===== config.mk =====
export PLATFORM = sky130hd
export DESIGN_NAME = matrix_mult_sequencer_flat
export DESIGN_NICKNAME = d
export VERILOG_FILES = /design/src/rtl/matrix_mult_sequencer_pkg.sv /design/src/rtl/matrix_mult_sequencer_if.sv /design/src/rtl/matrix_mult_sequencer_mac.sv /design/src/rtl/matrix_mult_sequencer.sv /design/src/flat_wrapper.sv
export SDC_FILE = /design/constraint.sdc
export NUM_CORES = 2
export LEC_CHECK = 0
export ABC_AREA = 1
export CORE_MARGIN = 3
export CORE_UTILIZATION = 65
export DETAILED_ROUTE_END_ITERATION = 8
export GPL_TIMING_DRIVEN = 0
export PLACE_DENSITY = 0.9
export SETUP_SLACK_MARGIN = 0.15
export SLEW_MARGIN = 20
export SYNTH_ARGS = -nofsm -noshare
export SYNTH_HDL_FRONTEND = slang
export SYNTH_SLANG_ARGS = --single-unit

===== constraint.sdc =====
create_clock -name CLK -period 11.66 [get_ports CLK]
set_input_delay 1.749 -clock CLK [delete_from_list [all_inputs] [get_ports CLK]]
set_output_delay 1.749 -clock CLK [all_outputs]
set_load 0.03 [all_outputs]

===== src/rtl/matrix_mult_sequencer_pkg.sv =====
// Shared definitions for the matrix multiply sequencer slice.
//   - default widths for dimensions, operands, accumulator and RAM address
//   - sequencer FSM state enumeration
package matrix_pkg;

  localparam int unsigned DIM_W_DEF  = 4;
  localparam int unsigned DATA_W_DEF = 32;
  localparam int unsigned ACC_W_DEF  = 128;
  localparam int unsigned ADDR_W_DEF = 8;

  typedef enum logic [2:0] {
    S_IDLE,
    S_FETCH,
    S_DRAIN,
    S_OUTPUT,
    S_DONE
  } state_e;

endpackage


===== src/rtl/matrix_mult_sequencer_if.sv =====
// Bundle of the sequencer's command, operand-RAM and result-stream signals.
//   master : command issuer / RAM owner / result consumer side
//   slave  : the sequencer itself
interface matrix_mult_sequencer_if
  import matrix_pkg::*;
#(
  parameter int unsigned DIM_W  = DIM_W_DEF,
  parameter int unsigned DATA_W = DATA_W_DEF,
  parameter int unsigned ACC_W  = ACC_W_DEF,
  parameter int unsigned ADDR_W = ADDR_W_DEF
) ();

  // command
  logic              start_valid;
  logic              start_ready;
  logic [DIM_W-1:0]  R1;
  logic [DIM_W-1:0]  C1;
  logic [DIM_W-1:0]  R2;
  logic [DIM_W-1:0]  C2;
  // operand RAMs
  logic              a_rd_en;
  logic              b_rd_en;
  logic [ADDR_W-1:0] a_addr;
  logic [ADDR_W-1:0] b_addr;
  logic [DATA_W-1:0] a_rdata;
  logic [DATA_W-1:0] b_rdata;
  // result stream
  logic              res_valid;
  logic              res_ready;
  logic [ACC_W-1:0]  res_data;
  logic [DIM_W-1:0]  res_row;
  logic [DIM_W-1:0]  res_col;

  modport master (
    output start_valid, R1, C1, R2, C2, a_rdata, b_rdata, res_ready,
    input  start_ready, a_rd_en, b_rd_en, a_addr, b_addr,
           res_valid, res_data, res_row, res_col
  );

  modport slave (
    input  start_valid, R1, C1, R2, C2, a_rdata, b_rdata, res_ready,
    output start_ready, a_rd_en, b_rd_en, a_addr, b_addr,
           res_valid, res_data, res_row, res_col
  );

endinterface


===== src/rtl/matrix_mult_sequencer_mac.sv =====
// Registered unsigned multiply-accumulate.
//   CLK, RST_N : clock, async active-low reset
//   clr_load   : with en, load the product instead of adding it
//   en         : a/b carry a valid operand pair this cycle
//   a, b       : operands
//   acc        : running sum, wraps modulo 2^ACC_W
module matrix_mac
  import matrix_pkg::*;
#(
  parameter int unsigned DATA_W = DATA_W_DEF,
  parameter int unsigned ACC_W  = ACC_W_DEF
) (
  input  logic              CLK,
  input  logic              RST_N,
  input  logic              clr_load,
  input  logic              en,
  input  logic [DATA_W-1:0] a,
  input  logic [DATA_W-1:0] b,
  output logic [ACC_W-1:0]  acc
);

  logic [2*DATA_W-1:0] prod;
  logic [ACC_W-1:0]    prod_ext;
  logic [ACC_W-1:0]    acc_q;

  assign prod     = {{DATA_W{1'b0}}, a} * {{DATA_W{1'b0}}, b};
  assign prod_ext = ACC_W'(prod);

  always_ff @(posedge CLK or negedge RST_N) begin
    if (!RST_N) begin
      acc_q <= '0;
    end else if (en) begin
      acc_q <= clr_load ? prod_ext : acc_q + prod_ext;
    end
  end

  assign acc = acc_q;

endmodule


===== src/rtl/matrix_mult_sequencer.sv =====
// Matrix multiply sequencer: validates a command, walks i/j/k over two
// row-major operand RAMs and streams C[i][j] out in row-major order.
//   CLK, RST_N : clock, async active-low reset
//   bus        : command, operand-RAM and result-stream signals (slave side)
//   busy       : high whenever not idle
//   done       : one-cycle pulse after the last element is accepted
//   err        : one-cycle pulse after a rejected command
module matrix_mult_sequencer
  import matrix_pkg::*;
#(
  parameter int unsigned DIM_W  = DIM_W_DEF,
  parameter int unsigned DATA_W = DATA_W_DEF,
  parameter int unsigned ACC_W  = ACC_W_DEF,
  parameter int unsigned ADDR_W = ADDR_W_DEF
) (
  input  logic                    CLK,
  input  logic                    RST_N,
  matrix_mult_sequencer_if.slave  bus,
  output logic                    busy,
  output logic                    done,
  output logic                    err
);

  state_e           state_q, state_d;
  logic [DIM_W-1:0] i_q, i_d, j_q, j_d, k_q, k_d;
  logic [DIM_W-1:0] r1_q, r1_d, c1_q, c1_d, c2_q, c2_d;
  logic             rd_q, first_q, err_q, err_d;
  logic             rd_en, accept, cmd_bad;
  logic [ACC_W-1:0] acc;

  assign cmd_bad = (bus.C1 != bus.R2) || (bus.R1 == '0) || (bus.C1 == '0) ||
                   (bus.R2 == '0) || (bus.C2 == '0);

  // start_ready is held low while reset is asserted so every output is 0
  assign bus.start_ready = (state_q == S_IDLE) && RST_N;
  assign accept          = bus.start_valid && bus.start_ready;

  always_comb begin
    state_d       = state_q;
    i_d           = i_q;
    j_d           = j_q;
    k_d           = k_q;
    r1_d          = r1_q;
    c1_d          = c1_q;
    c2_d          = c2_q;
    err_d         = 1'b0;
    rd_en         = 1'b0;
    bus.res_valid = 1'b0;
    done          = 1'b0;
    busy          = 1'b1;
    case (state_q)
      S_IDLE: begin
        busy = 1'b0;
        if (accept) begin
          if (cmd_bad) begin
            err_d = 1'b1;
          end else begin
            r1_d    = bus.R1;
            c1_d    = bus.C1;
            c2_d    = bus.C2;
            i_d     = '0;
            j_d     = '0;
            k_d     = '0;
            state_d = S_FETCH;
          end
        end
      end
      S_FETCH: begin
        rd_en = 1'b1;
        k_d   = k_q + DIM_W'(1);
        if (k_q == c1_q - DIM_W'(1)) state_d = S_DRAIN;
      end
      S_DRAIN: state_d = S_OUTPUT;
      S_OUTPUT: begin
        bus.res_valid = 1'b1;
        if (bus.res_ready) begin
          k_d     = '0;
          state_d = S_FETCH;
          if (j_q == c2_q - DIM_W'(1)) begin
            j_d = '0;
            if (i_q == r1_q - DIM_W'(1)) state_d = S_DONE;
            else                         i_d     = i_q + DIM_W'(1);
          end else begin
            j_d = j_q + DIM_W'(1);
          end
        end
      end
      S_DONE: begin
        done    = 1'b1;
        state_d = S_IDLE;
      end
      default: state_d = S_IDLE;
    endcase
  end

  always_ff @(posedge CLK or negedge RST_N) begin
    if (!RST_N) begin
      state_q <= S_IDLE;
      i_q     <= '0;
      j_q     <= '0;
      k_q     <= '0;
      r1_q    <= '0;
      c1_q    <= '0;
      c2_q    <= '0;
      rd_q    <= 1'b0;
      first_q <= 1'b0;
      err_q   <= 1'b0;
    end else begin
      state_q <= state_d;
      i_q     <= i_d;
      j_q     <= j_d;
      k_q     <= k_d;
      r1_q    <= r1_d;
      c1_q    <= c1_d;
      c2_q    <= c2_d;
      // RAM data lags the strobe by one cycle; track strobe and first-of-element with it
      rd_q    <= rd_en;
      first_q <= rd_en && (k_q == '0);
      err_q   <= err_d;
    end
  end

  always_comb begin
    bus.a_addr = '0;
    bus.b_addr = '0;
    if (rd_en) begin
      bus.a_addr = ADDR_W'(i_q) * ADDR_W'(c1_q) + ADDR_W'(k_q);
      bus.b_addr = ADDR_W'(k_q) * ADDR_W'(c2_q) + ADDR_W'(j_q);
    end
  end

  matrix_mac #(
    .DATA_W(DATA_W),
    .ACC_W (ACC_W)
  ) u_mac (
    .CLK     (CLK),
    .RST_N   (RST_N),
    .clr_load(first_q),
    .en      (rd_q),
    .a       (bus.a_rdata),
    .b       (bus.b_rdata),
    .acc     (acc)
  );

  assign bus.a_rd_en  = rd_en;
  assign bus.b_rd_en  = rd_en;
  assign bus.res_data = acc;
  assign bus.res_row  = i_q;
  assign bus.res_col  = j_q;
  assign err          = err_q;

endmodule

===== src/flat_wrapper.sv =====
// flat-port wrapper written by rule: the top's interface ports become plain ports
module matrix_mult_sequencer_flat import matrix_pkg::*;
#(
  parameter int unsigned DIM_W  = DIM_W_DEF,
  parameter int unsigned DATA_W = DATA_W_DEF,
  parameter int unsigned ACC_W  = ACC_W_DEF,
  parameter int unsigned ADDR_W = ADDR_W_DEF
)
  (CLK, RST_N, busy, done, err, bus_start_valid, bus_R1, bus_C1, bus_R2, bus_C2, bus_a_rdata, bus_b_rdata, bus_res_ready, bus_start_ready, bus_a_rd_en, bus_b_rd_en, bus_a_addr, bus_b_addr, bus_res_valid, bus_res_data, bus_res_row, bus_res_col);
  matrix_mult_sequencer_if #(.DIM_W(DIM_W), .DATA_W(DATA_W), .ACC_W(ACC_W), .ADDR_W(ADDR_W)) bus_i ();
  input  logic CLK;
  input  logic RST_N;
  output logic busy;
  output logic done;
  output logic err;
  input wire logic [$bits(bus_i.start_valid)-1:0] bus_start_valid;
  input wire logic [$bits(bus_i.R1)-1:0] bus_R1;
  input wire logic [$bits(bus_i.C1)-1:0] bus_C1;
  input wire logic [$bits(bus_i.R2)-1:0] bus_R2;
  input wire logic [$bits(bus_i.C2)-1:0] bus_C2;
  input wire logic [$bits(bus_i.a_rdata)-1:0] bus_a_rdata;
  input wire logic [$bits(bus_i.b_rdata)-1:0] bus_b_rdata;
  input wire logic [$bits(bus_i.res_ready)-1:0] bus_res_ready;
  output wire logic [$bits(bus_i.start_ready)-1:0] bus_start_ready;
  output wire logic [$bits(bus_i.a_rd_en)-1:0] bus_a_rd_en;
  output wire logic [$bits(bus_i.b_rd_en)-1:0] bus_b_rd_en;
  output wire logic [$bits(bus_i.a_addr)-1:0] bus_a_addr;
  output wire logic [$bits(bus_i.b_addr)-1:0] bus_b_addr;
  output wire logic [$bits(bus_i.res_valid)-1:0] bus_res_valid;
  output wire logic [$bits(bus_i.res_data)-1:0] bus_res_data;
  output wire logic [$bits(bus_i.res_row)-1:0] bus_res_row;
  output wire logic [$bits(bus_i.res_col)-1:0] bus_res_col;
  assign bus_i.start_valid = bus_start_valid;
  assign bus_i.R1 = bus_R1;
  assign bus_i.C1 = bus_C1;
  assign bus_i.R2 = bus_R2;
  assign bus_i.C2 = bus_C2;
  assign bus_i.a_rdata = bus_a_rdata;
  assign bus_i.b_rdata = bus_b_rdata;
  assign bus_i.res_ready = bus_res_ready;
  assign bus_start_ready = bus_i.start_ready;
  assign bus_a_rd_en = bus_i.a_rd_en;
  assign bus_b_rd_en = bus_i.b_rd_en;
  assign bus_a_addr = bus_i.a_addr;
  assign bus_b_addr = bus_i.b_addr;
  assign bus_res_valid = bus_i.res_valid;
  assign bus_res_data = bus_i.res_data;
  assign bus_res_row = bus_i.res_row;
  assign bus_res_col = bus_i.res_col;
  matrix_mult_sequencer #(.DIM_W(DIM_W), .DATA_W(DATA_W), .ACC_W(ACC_W), .ADDR_W(ADDR_W)) u_core (.CLK(CLK), .RST_N(RST_N), .bus(bus_i), .busy(busy), .done(done), .err(err));
endmodule

======== Word level (Yosys, flattened, before mapping) ========
Cells that the tools add are included.
operators by class
  bitwise logic cells ..................... 1
  multiply operators ...................... 3
  reductions and logical operators ........ 20
  mux-type cells .......................... 28
  $add $sub $neg .......................... 9
  equality and inequality tests ........... 14
operator list
  kind                                                   number
  adder 128 x 64 -> 128 bit                              1
  two-way mux 128 bit                                    1
  multiplier 32 x 32 -> 64 bit                           1
  two-way mux 4 bit                                      8
  zero test 4 bit                                        5
  two-way mux 3 bit                                      6
  adder 8 x 4 -> 8 bit                                   2
  multiplier 4 x 4 -> 8 bit                              2
  two-way mux 8 bit                                      2
  case mux 4 bit (2 select lines)                        2
  adder 4 x 1 -> 4 bit, second input constant            3
  == test 4 bit                                          3
  case mux 3 bit (4 select lines)                        1
  case mux 4 bit (3 select lines)                        1
  AND reduction 4 bit                                    3
  subtractor 4 x 1 -> 4 bit, second input constant       3
  two-way mux 1 bit                                      7
  == test 3 x 2 -> 1 bit, second input constant          2
  inequality test 2 x 1 -> 1 bit, second input constant  3
  inequality test 2 bit, second input constant           3
  AND reduction 6 bit                                    1
  logical OR 1 bit                                       4
  inequality test 4 bit                                  1
  == test 3 x 1 -> 1 bit, second input constant          1
  7 further kinds                                        9
word-level totals
  output and inout port bits .............. 159
  bits in registers ....................... 158

======== Longest topological paths before layout ========
  word-level depth ........................ 8
  mapped depth ............................ 47
  depth with buffers taken out ............ 46

======== Modules after synthesis ========
From an unflattened synthesis, not the netlist that was laid out.
second synthesis, totals
  cells, all modules ...................... 7801
  area, all modules ....................... 52813.2 µm²
by module, submodules not included
  module                 cells an instance  seq. area each (µm²)  area each (µm²)  instances
  matrix_mac             7351               3203.1                49658.9          1
  matrix_mult_sequencer  450                750.7                 3154.3           1

======== Least setup slack after synthesis ========
OpenSTA, ideal clock, no wires.
  path kind ............................... in2reg
  start ................................... input port bus_b_rdata[5]
  end ..................................... register u_core.u_mac.acc_q[53], in the netlist u_core.u_mac.acc[53]
  setup time .............................. 0.121 ns
  arrival time ............................ 8.897 ns
  stages .................................. 36
  required time ........................... 11.539 ns
  setup slack ............................. 2.642 ns
  path through ............................ clkbuf_1 > nand2_1 > fa_1 > inv_1 > fa_1 > fa_1 > inv_1 > fa_1 > inv_1 > fa_1 > fa_1 > fa_1 > inv_1 > fa_1 > inv_1 > ha_1 > a21oi_1 > inv_1 > nor2_1 > nand2_1 > a21oi_1 > nor2_1 > nor2_1 > nand3_1 > and2_1 > ha_1 > nand2_1 > nor2_2 > nand2_1 > nor2_1 > and3_1 > nand2_1 > nand4_1 > nand2_1 > o21ai_0 > nor2_1
between the ends
  cells in the longest elaborated chain, start to end .. 3
RTL lines
  what                              RTL line                         source
  from (decl)                       flat_wrapper.sv:22               input wire logic [$bits(bus_i.b_rdata)-1:0] bus_b_rdata;
  multiplier 32 x 32 -> 64 bit (*)  matrix_mult_sequencer_mac.sv:26  assign prod = {{DATA_W{1'b0}}, a} * {{DATA_W{1'b0}}, b};
  adder 128 x 64 -> 128 bit         matrix_mult_sequencer_mac.sv:33  acc_q <= clr_load ? prod_ext : acc_q + prod_ext;
  two-way mux 128 bit (*)           matrix_mult_sequencer_mac.sv:33
  to (signal assigned)              matrix_mult_sequencer_mac.sv:33
  to (decl)                         matrix_mult_sequencer_mac.sv:24  logic [ACC_W-1:0] acc_q;
Mark *: on every way between the ends. The rest lies on a longest branch, timed or not.
A chain may end at the register's enable or synchronous reset.

======== Final worst setup path ========
  start ................................... input port bus_b_rdata[25]
  end ..................................... register u_core.u_mac.acc_q[80], in the netlist u_core.u_mac.acc[80]
between the ends
  cells in the longest elaborated chain, start to end .. 3
RTL lines
  what                          RTL line
  multiplier 32 x 32 -> 64 bit  matrix_mult_sequencer_mac.sv:26
  adder 128 x 64 -> 128 bit     matrix_mult_sequencer_mac.sv:33
  two-way mux 128 bit           matrix_mult_sequencer_mac.sv:33
Every way passes these cells.

==> metrics.txt <==
status finished with violations; failing checks design-rule violations; commonest cells after routing, fill and taps aside nand2_1 (2501), inv_1 (2145), fa_1 (911); FFs w/ async S/R, synth 100.0%; vias in the first global route 52051; Crit-path slowest cell clkdlybuf4s50_1; Final #Nets 9336; Tightest Pin Transition 1.174 ns; largest net degree at the start of global routing 84; die area 0.08433 mm^2; Gate Count Post-Synth 7702; crit path kind in -> reg; sequential area share after synthesis 7.521%; total core area 0.07952 mm^2; RSZ-0062 raised after global routing false; syn nets 9074; Met2 Routed Length 89.29 mm; sequential cell area 0.003954 mm^2; fin util 71.84%; H-tree depth 4; Place WS -0.3168 ns; Layout Area Growth over Synthesis 8.649%; layout cells sized above 1 3.610%; Top Ports 243; final setup fails 0; startpoint types input pin; Synth Warn # 0; root buffer cell clkbuf_16; CP Data Required Time 12.04 ns; Arr. time, crit path 11.85 ns; Reg clk slew, reported paths 0.08 ns; Yosys cell types 49; routed wl met3 22.96 mm; fin crit share 98.31%; die width 290.4 um; Routed Antenna Nets 0; first-pass GRT wire length 303.6 mm; Rel. slew slack 21.73%; Hold-fix buffers, CTS 0; clk buf depth 2; Die H 290.4 um; #FFs+latches synth 158; final std cells w/o fill 9031; count of filler cells inserted in the layout 6623; Sink Count 158; syn avg cell area 6.826 um^2; drc violations 2; via count 51155; Cell Rows 103; EDFF count, synth 0; Total Wirelength 200.3 mm; most common cell after layout, fill and taps aside nand2_1; Port-buffer cells 242; Global Route Usage Sum 47.91%; final max-slew violation count 0; Final min period 11.46 ns; Overflow after GRT 0; Min-Delay Path Class reg -> reg; max frequency 87.24 MHz; CP max stage delay 0.94 ns; wire length per cell 22.18 um; max layer used met4; Via density 5.664; worst-path maximum fanout 10; top_reg_cell synth dfrtp_1; post-CTS setup repair buffer count 0; drt first-iter violations 5228; Hold Fails Final Rpt 0; latest clock arrival within the worst-skew pair 0.49 ns; Metal-1 WL 66.99 mm; initial core utilization 66.12%; CTS tree yes; cell mode on critical path nand2_1; Max Cap Violations 0; gp weighted congestion 1.125; antenna violations before repair 4; multi-input logic area 0.03964 mm^2; Synth Cell Area 0.05257 mm^2; CTS buffer count 17; clock skew 0.02027 ns; hpwl dp 172.1 mm; drt pass-1 iters 8; final setup margin 0.1970 ns; CP endpoint kind flop; setup TNS 0 ns; placed instance count 8995
area by class of cell:
cell class                 count  area share, %
antenna                        4        0.01752
timing repair buffer         243          4.306
clock buffer                  19         0.7754
multi-input combinational   5153          69.40
clock inverter                13         0.2585
inverter                    2154          14.15
sequential                   158          6.922
tap                         1050          2.300
buffer                       237          1.868
registers in the layout (all words and copies together) (netlist names):
name,flops
u_core.bus.res_col,4
u_core.bus.res_row,4
u_core.c1_q,4
u_core.c2_q,4
u_core.err,1
u_core.first_q,1
u_core.k_q,4
u_core.r1_q,4
u_core.rd_q,1
u_core.state_q,3
u_core.u_mac.acc,128
cell usage after synthesis (3+ instances only):
cell type     n  share of area [%]
xor2_1       47               0.78
dfrtp_1     158                7.5
inv_1      2145                 15
nor2_4        7               0.15
xnor2_1      30               0.50
a21oi_1     180                1.7
nor3b_1       3              0.043
buf_4         3              0.043
nand3_1     229                2.2
fa_1        911                 35
a31oi_1       4              0.048
nand4_1      57               0.68
o221ai_1      6               0.10
and2_1       29               0.35
clkinv_1      3              0.021
nor2_2       32               0.38
nor3_1       53               0.50
o21a_1        5              0.071
nor2_1      412                2.9
o21bai_1     17               0.24
o22ai_1       8              0.095
a21o_1        4              0.057
a21boi_0      3              0.043
nand2_2      23               0.27
o21ai_0     101               0.96
ha_1        377                9.0
clkbuf_1    218                1.6
nor4_1       19               0.23
buf_1         6              0.043
inv_2         6              0.043
o211ai_1     14               0.20
nor3_2       12               0.23
nand3_2      22               0.42
or2_2        16               0.19
nand3b_1     17               0.24
buf_2        10              0.095
nand2_1    2501                 18
per-layer routing:
metal,global-route usage (%),vias up
li1,-,22683
met1,55.11,24170
met2,75.49,3339
met3,12.24,963
met4,39.80,0
met5,0,-
logic make-up after synthesis:
kind of cell               after synthesis  share of synthesized area, %
AOI/OAI and AO/OA                      346                         3.591
xor gates and xnor gates                77                         1.283
adders and majority gates             1288                         43.66
buffers and inverters                 2391                         17.12
DFF                                    158                         7.521
and+or+nand+nor                       3442                         26.83
worst paths after layout:
kind	start	endpoint	slack [ns]	cells after the start
max in group asynchronous	RST_N	u_core.u_mac.acc[16]	9.47	2
max	bus_b_rdata[25]	u_core.u_mac.acc[80]	0.20	34
max reg2reg	u_core.rd_q	u_core.u_mac.acc[10]	8.41	5
min in group asynchronous	RST_N	u_core.k_q[1]	1.25	1
min reg2reg	u_core.u_mac.acc[58]	u_core.u_mac.acc[58]	0.56	2
min	u_core.u_mac.acc[58]	u_core.u_mac.acc[58]	0.56	2
through the flow:
stage          area (um^2)  hold WS, ns
2_1_floorplan        52570       0.4864
3_3_place_gp         56310       0.5057
3_5_place_dp         56340       0.5376
4_1_cts              56930       0.5525
5_1_grt              57110       0.5752
6_report             57120       0.5551
worst max-delay path, delay by kind of cell:
| kind | cells | cell delay (ns) |
|---|---|---|
| compound gates | 1 | 0.11 |
| fa+ha+maj | 10 | 4.75 |
| buf+inv | 4 | 1.69 |
| simple gates | 19 | 3.51 |
timing repair:
item                                    in CTS  in global routing
pin swaps                                    0                  0
resized for setup                            1                295
endpoints found under the setup margin       5                 98
Power is left out: the tool's default activity adds up to more than one toggle a clock period on the data nets, which glitch-free logic cannot reach.
